$ cat config.mk
export PLATFORM = sky130hd
export DESIGN_NAME = neuron_mac
export DESIGN_NICKNAME = d
export VERILOG_FILES = /design/src/rtl/neuron_mac.sv
export SDC_FILE = /design/constraint.sdc
export NUM_CORES = 1
export LEC_CHECK = 0
export CORE_ASPECT_RATIO = 1.4
export CORE_MARGIN = 4
export CORE_UTILIZATION = 35
export DETAILED_ROUTE_END_ITERATION = 10
export PLACE_DENSITY_LB_ADDON = 0.05
export SETUP_SLACK_MARGIN = 0.4
export SYNTH_ARGS = -nofsm -noshare
export SYNTH_HDL_FRONTEND = slang
export SYNTH_SLANG_ARGS = --single-unit
$ cat constraint.sdc
create_clock -name clk -period 14.4 [get_ports clk]
set_input_delay 2.88 -clock clk [delete_from_list [all_inputs] [get_ports clk]]
set_output_delay 2.88 -clock clk [all_outputs]
set_load 0.05 [all_outputs]
$ cat src/rtl/neuron_mac.sv
// Sequential fixed-point neuron: bias plus N_INPUTS streamed w*x products, rescaled and saturated.
// Optional ReLU on the result when NEURON_RELU_EN is defined.
module neuron_mac #(
    parameter int WIDTH     = 8,
    parameter int FRAC      = 6,
    parameter int N_INPUTS  = 4,
    parameter int ACC_WIDTH = 20
) (
    input  logic             clk,
    input  logic             rst,
    input  logic             start,
    input  logic [WIDTH-1:0] b,
    output logic             busy,
    input  logic             in_valid,
    output logic             in_ready,
    input  logic [WIDTH-1:0] w,
    input  logic [WIDTH-1:0] x,
    output logic             out_valid,
    input  logic             out_ready,
    output logic [WIDTH-1:0] out,
    output logic             ovf
);

    localparam int CNT_W = (N_INPUTS > 1) ? $clog2(N_INPUTS) : 1;
    localparam logic signed [ACC_WIDTH-1:0] SAT_MAX = ACC_WIDTH'((2 ** (WIDTH - 1)) - 1);
    localparam logic signed [ACC_WIDTH-1:0] SAT_MIN = -SAT_MAX - ACC_WIDTH'(1);

    typedef enum logic [1:0] {S_IDLE, S_ACCUM, S_FINISH, S_DONE} state_t;

    state_t                        r_state;
    state_t                        w_next;
    logic signed [ACC_WIDTH-1:0]   r_acc;
    logic        [CNT_W-1:0]       r_cnt;
    logic        [WIDTH-1:0]       r_out;
    logic                          r_ovf;

    logic signed [2*WIDTH-1:0]     w_prod;
    logic signed [ACC_WIDTH-1:0]   w_prod_ext;
    logic signed [ACC_WIDTH-1:0]   w_bias;
    logic        [WIDTH:0]         w_sat;
    logic                          w_beat;
    logic                          w_last;

    // Rescale to the input format with truncation toward -inf; returns {clamped, value}.
    function automatic logic [WIDTH:0] f_sat(input logic signed [ACC_WIDTH-1:0] a);
        logic signed [ACC_WIDTH-1:0] r;
        logic [WIDTH:0]              res;
        r = a >>> FRAC;
        if (r > SAT_MAX)
            res = {1'b1, SAT_MAX[WIDTH-1:0]};
        else if (r < SAT_MIN)
            res = {1'b1, SAT_MIN[WIDTH-1:0]};
        else
            res = {1'b0, r[WIDTH-1:0]};
`ifdef NEURON_RELU_EN
        if (res[WIDTH-1])
            res[WIDTH-1:0] = '0;
`endif
        return res;
    endfunction

    assign w_prod     = $signed(w) * $signed(x);
    assign w_prod_ext = ACC_WIDTH'(w_prod);
    assign w_bias     = ACC_WIDTH'($signed(b)) <<< FRAC;
    assign w_sat      = f_sat(r_acc);
    assign w_beat     = (r_state == S_ACCUM) && in_valid;
    assign w_last     = (r_cnt == CNT_W'(N_INPUTS - 1));

    always_ff @(posedge clk) begin
        if (rst)
            r_state <= S_IDLE;
        else
            r_state <= w_next;
    end

    always_comb begin
        w_next = r_state;
        case (r_state)
            S_IDLE:   if (start) w_next = S_ACCUM;
            S_ACCUM:  if (w_beat && w_last) w_next = S_FINISH;
            S_FINISH: w_next = S_DONE;
            S_DONE:   if (out_ready) w_next = S_IDLE;
            default:  w_next = S_IDLE;
        endcase
    end

    always_comb begin
        busy      = (r_state != S_IDLE);
        in_ready  = (r_state == S_ACCUM);
        out_valid = (r_state == S_DONE);
    end

    // Full-precision accumulation; the result register only changes in FINISH so it is stable in DONE.
    always_ff @(posedge clk) begin
        if (rst) begin
            r_acc <= '0;
            r_cnt <= '0;
            r_out <= '0;
            r_ovf <= 1'b0;
        end else begin
            case (r_state)
                S_IDLE: begin
                    if (start) begin
                        r_acc <= w_bias;
                        r_cnt <= '0;
                    end
                end
                S_ACCUM: begin
                    if (w_beat) begin
                        r_acc <= r_acc + w_prod_ext;
                        r_cnt <= r_cnt + CNT_W'(1);
                    end
                end
                S_FINISH: begin
                    r_out <= w_sat[WIDTH-1:0];
                    r_ovf <= w_sat[WIDTH];
                end
                default: ;
            endcase
        end
    end

    assign out = r_out;
    assign ovf = r_ovf;

endmodule

==> flow_metrics.py <==
metrics = {
    "status": {
        "status": "finished, final reports clean",
    },
    "clock_network": {
        "cts.sinks": 33,
        "cts_tree": "yes",
        "cts_hold_repair.buffers": 0,
        "numCtsBuffers": 5,
        "cts.repair.resized": 0,
        "clockBufferDepth": 2,
        "clk_latency_ps": 280,
        "cts-root-buf": "clkbuf_16",
        "clk_pin_slew_ps": 50,
        "post-cts-setup-buffers": 0,
        "htree_levels": 2,
    },
    "die": {
        "io_pins": 41,
        "fp.dieW_um": 110,
        "die_area_um2": 16700,
        "core_area_um2": 14400,
        "initial_utilization_pct": 35.5,
        "rows": 52,
        "dieHeight_um": 151,
    },
    "worst_setup_path": {
        "critPathMaxStageDelay_ps": 620,
        "r2r_start": "r_acc[6]$_SDFFE_PP0P_",
        "crit_buf_inv": 3,
        "cp_max_fo": 13,
        "cp-startpoint": "w[7]",
        "end_kind": "flip-flop",
        "crit_top_cell": "fa_1",
        "cpLargestDelayFamily": "adder cells",
        "crit_type": "input port to flip-flop",
        "arrival_ps": 8430,
        "critical_path_depth": 16,
        "r2r_cells": 16,
        "crit_chain": "clkdlybuf4s50_1 > and2_1 > inv_1 > fa_1 > inv_1 > fa_1 > fa_1 > fa_1 > fa_1 > ha_1 > o211ai_1 > o21ai_0 > nor3_1 > o31ai_1 > xnor2_1 > a21oi_1",
        "startpoint_type": "input port",
        "cp_slowest_cell": "and2_1",
        "worstPathRequired_ps": 14550,
    },
    "global_route": {
        "grt_pass1_vias": 4055,
        "grt_overflow": 0,
        "grt_pass1_wl_um": 20600,
        "grt_max_degree": 34,
        "track_usage_pct": 16.0,
        "antenna_found_initial": 0,
    },
    "synth": {
        "synth_nets": 724,
        "syn_inst": 555,
        "synth_async_sr_flop_share_pct": 0,
        "syn_area_per_cell_um2": 9.25,
        "yosys.cell_types.count": 50,
        "synth_seq_area_share_pct": 12.9,
        "ys_ff_latch": 33,
        "syn_area_um2": 5130,
        "yosysWarnings": 0,
        "ys.flop_type": "dfxtp_1",
        "synth_edf_count": 0,
    },
    "route": {
        "wire_per_inst_um": 15.4,
        "drc": 0,
        "vias": 3792,
        "viasPerCell": 4.86,
        "wl_um": 12100,
        "dr.pass1.iters": 4,
        "drt_iter0_drc": 130,
        "drtAntennaViolNets": 0,
    },
    "place": {
        "portBuffers": 40,
        "hpwl_um": 10300,
        "gp_congestion": 0.798,
        "place_area_um2": 5740,
    },
    "cells_and_area": {
        "drive_above_1_share_pct": 3.38,
        "syn_to_final_growth_pct": 14.6,
        "nNetsFinal": 760,
        "final_common_cell": "inv_1",
        "insertedDiodeCount": 0,
        "final_cell_mix": "inv_1 (104), fa_1 (88), ha_1 (52)",
        "fin_area_um2": 5880,
    },
    "timing": {
        "worst_clock_skew_ps": 6.44,
        "fin_tns_setup_ps": 0,
        "tightest_slew_ps": 793,
        "final_max_slew_viol_count": 0,
        "period_share_pct": 57.5,
        "max_freq_mhz": 121,
        "slew_headroom_pct": 47.1,
        "period_minus_slack_ps": 8280,
        "rsz0062_at_grt": "no",
        "hold_viol": 0,
        "setup_viol": 0,
    },
    "hold_path": {
        "hp-class": "flip-flop to flip-flop",
        "min_path_cells": 2,
        "worstHoldStart": "r_cnt[1]$_SDFFE_PP0P_",
    },
    "flow_run": {
        "cap_violations": 0,
    },
}
## through the flow
| step | util (%) | instances | hold WS [ps] | setup slack, ps |
|---|---|---|---|---|
| finish | 40.7 | 781 | 458 | 6120 |
| CTS | 40.7 | 781 | 461 | 6110 |
| global route | 40.7 | 781 | 476 | 5810 |
| floorplan | - | 555 | 432 | 6660 |
| detailed placement | 39.7 | 773 | 453 | 5830 |
| global placement | 39.7 | 773 | 441 | 5890 |
## worst min-delay path: stages (launching register included)
cell and delay, ps:
dfxtp_1 310, nand2_1 50, a21oi_1 50
## Yosys cell counts, types with 7 or more instances
cell      number  area [um2]
a211oi_1       9        67.6
a21o_1         7        52.6
a21oi_1       25         125
and2_1        36         225
clkbuf_1       9        33.8
dfxtp_1       33         661
fa_1          88        1760
ha_1          52         651
inv_1        104         390
mux2i_1        8        80.1
nand2_1       42         158
nand2b_1      12        75.1
nand3_1        7        35.0
nor2_1        33         124
o211ai_1       9        67.6
o21ai_0        9        45.0
xnor2_1       11        96.3
## final cells by class
cell class	count	area, um2
repair buffers	43	423
multi-input cells	403	4020
well taps	189	236
clock inverters	3	17.5
clock buffers	5	125
inverters	105	394
fillers	1507	8560
flip-flops and latches	33	661
## metal layers
layer	vias to the layer above	part of all wire, %	global-route usage [%]
li1	1845	-	-
met1	1892	39	18.8
met2	45	57	31.2
met3	10	1.9	1.36
met4	0	1.5	3.02
met5	-	0	0
## kinds of logic after synthesis
group	synth area share [%]
AOI/OAI and AO/OA	11.3
adders and majority gates	47.0
buffers and inverters	8.75
DFF	12.9
and+or+nand+nor	15.3
xor gates and xnor gates	3.00
muxes	1.78
## registers in the layout, indices dropped and copies added (netlist names)
register / cells
ovf: 1
r_cnt: 2
r_state: 2
r_acc: 20
out: 8
## final timing paths
path | endpoint | slack [ps]
min reg2reg | r_cnt[1]$_SDFFE_PP0P_ | 460
min | r_cnt[1]$_SDFFE_PP0P_ | 460
max reg2reg | r_acc[17]$_SDFFE_PP0P_ | 9640
max | r_acc[17]$_SDFFE_PP0P_ | 6120
Power is left out: the tool's default activity adds up to more than one toggle a clock period on the data nets, which glitch-free logic cannot reach.
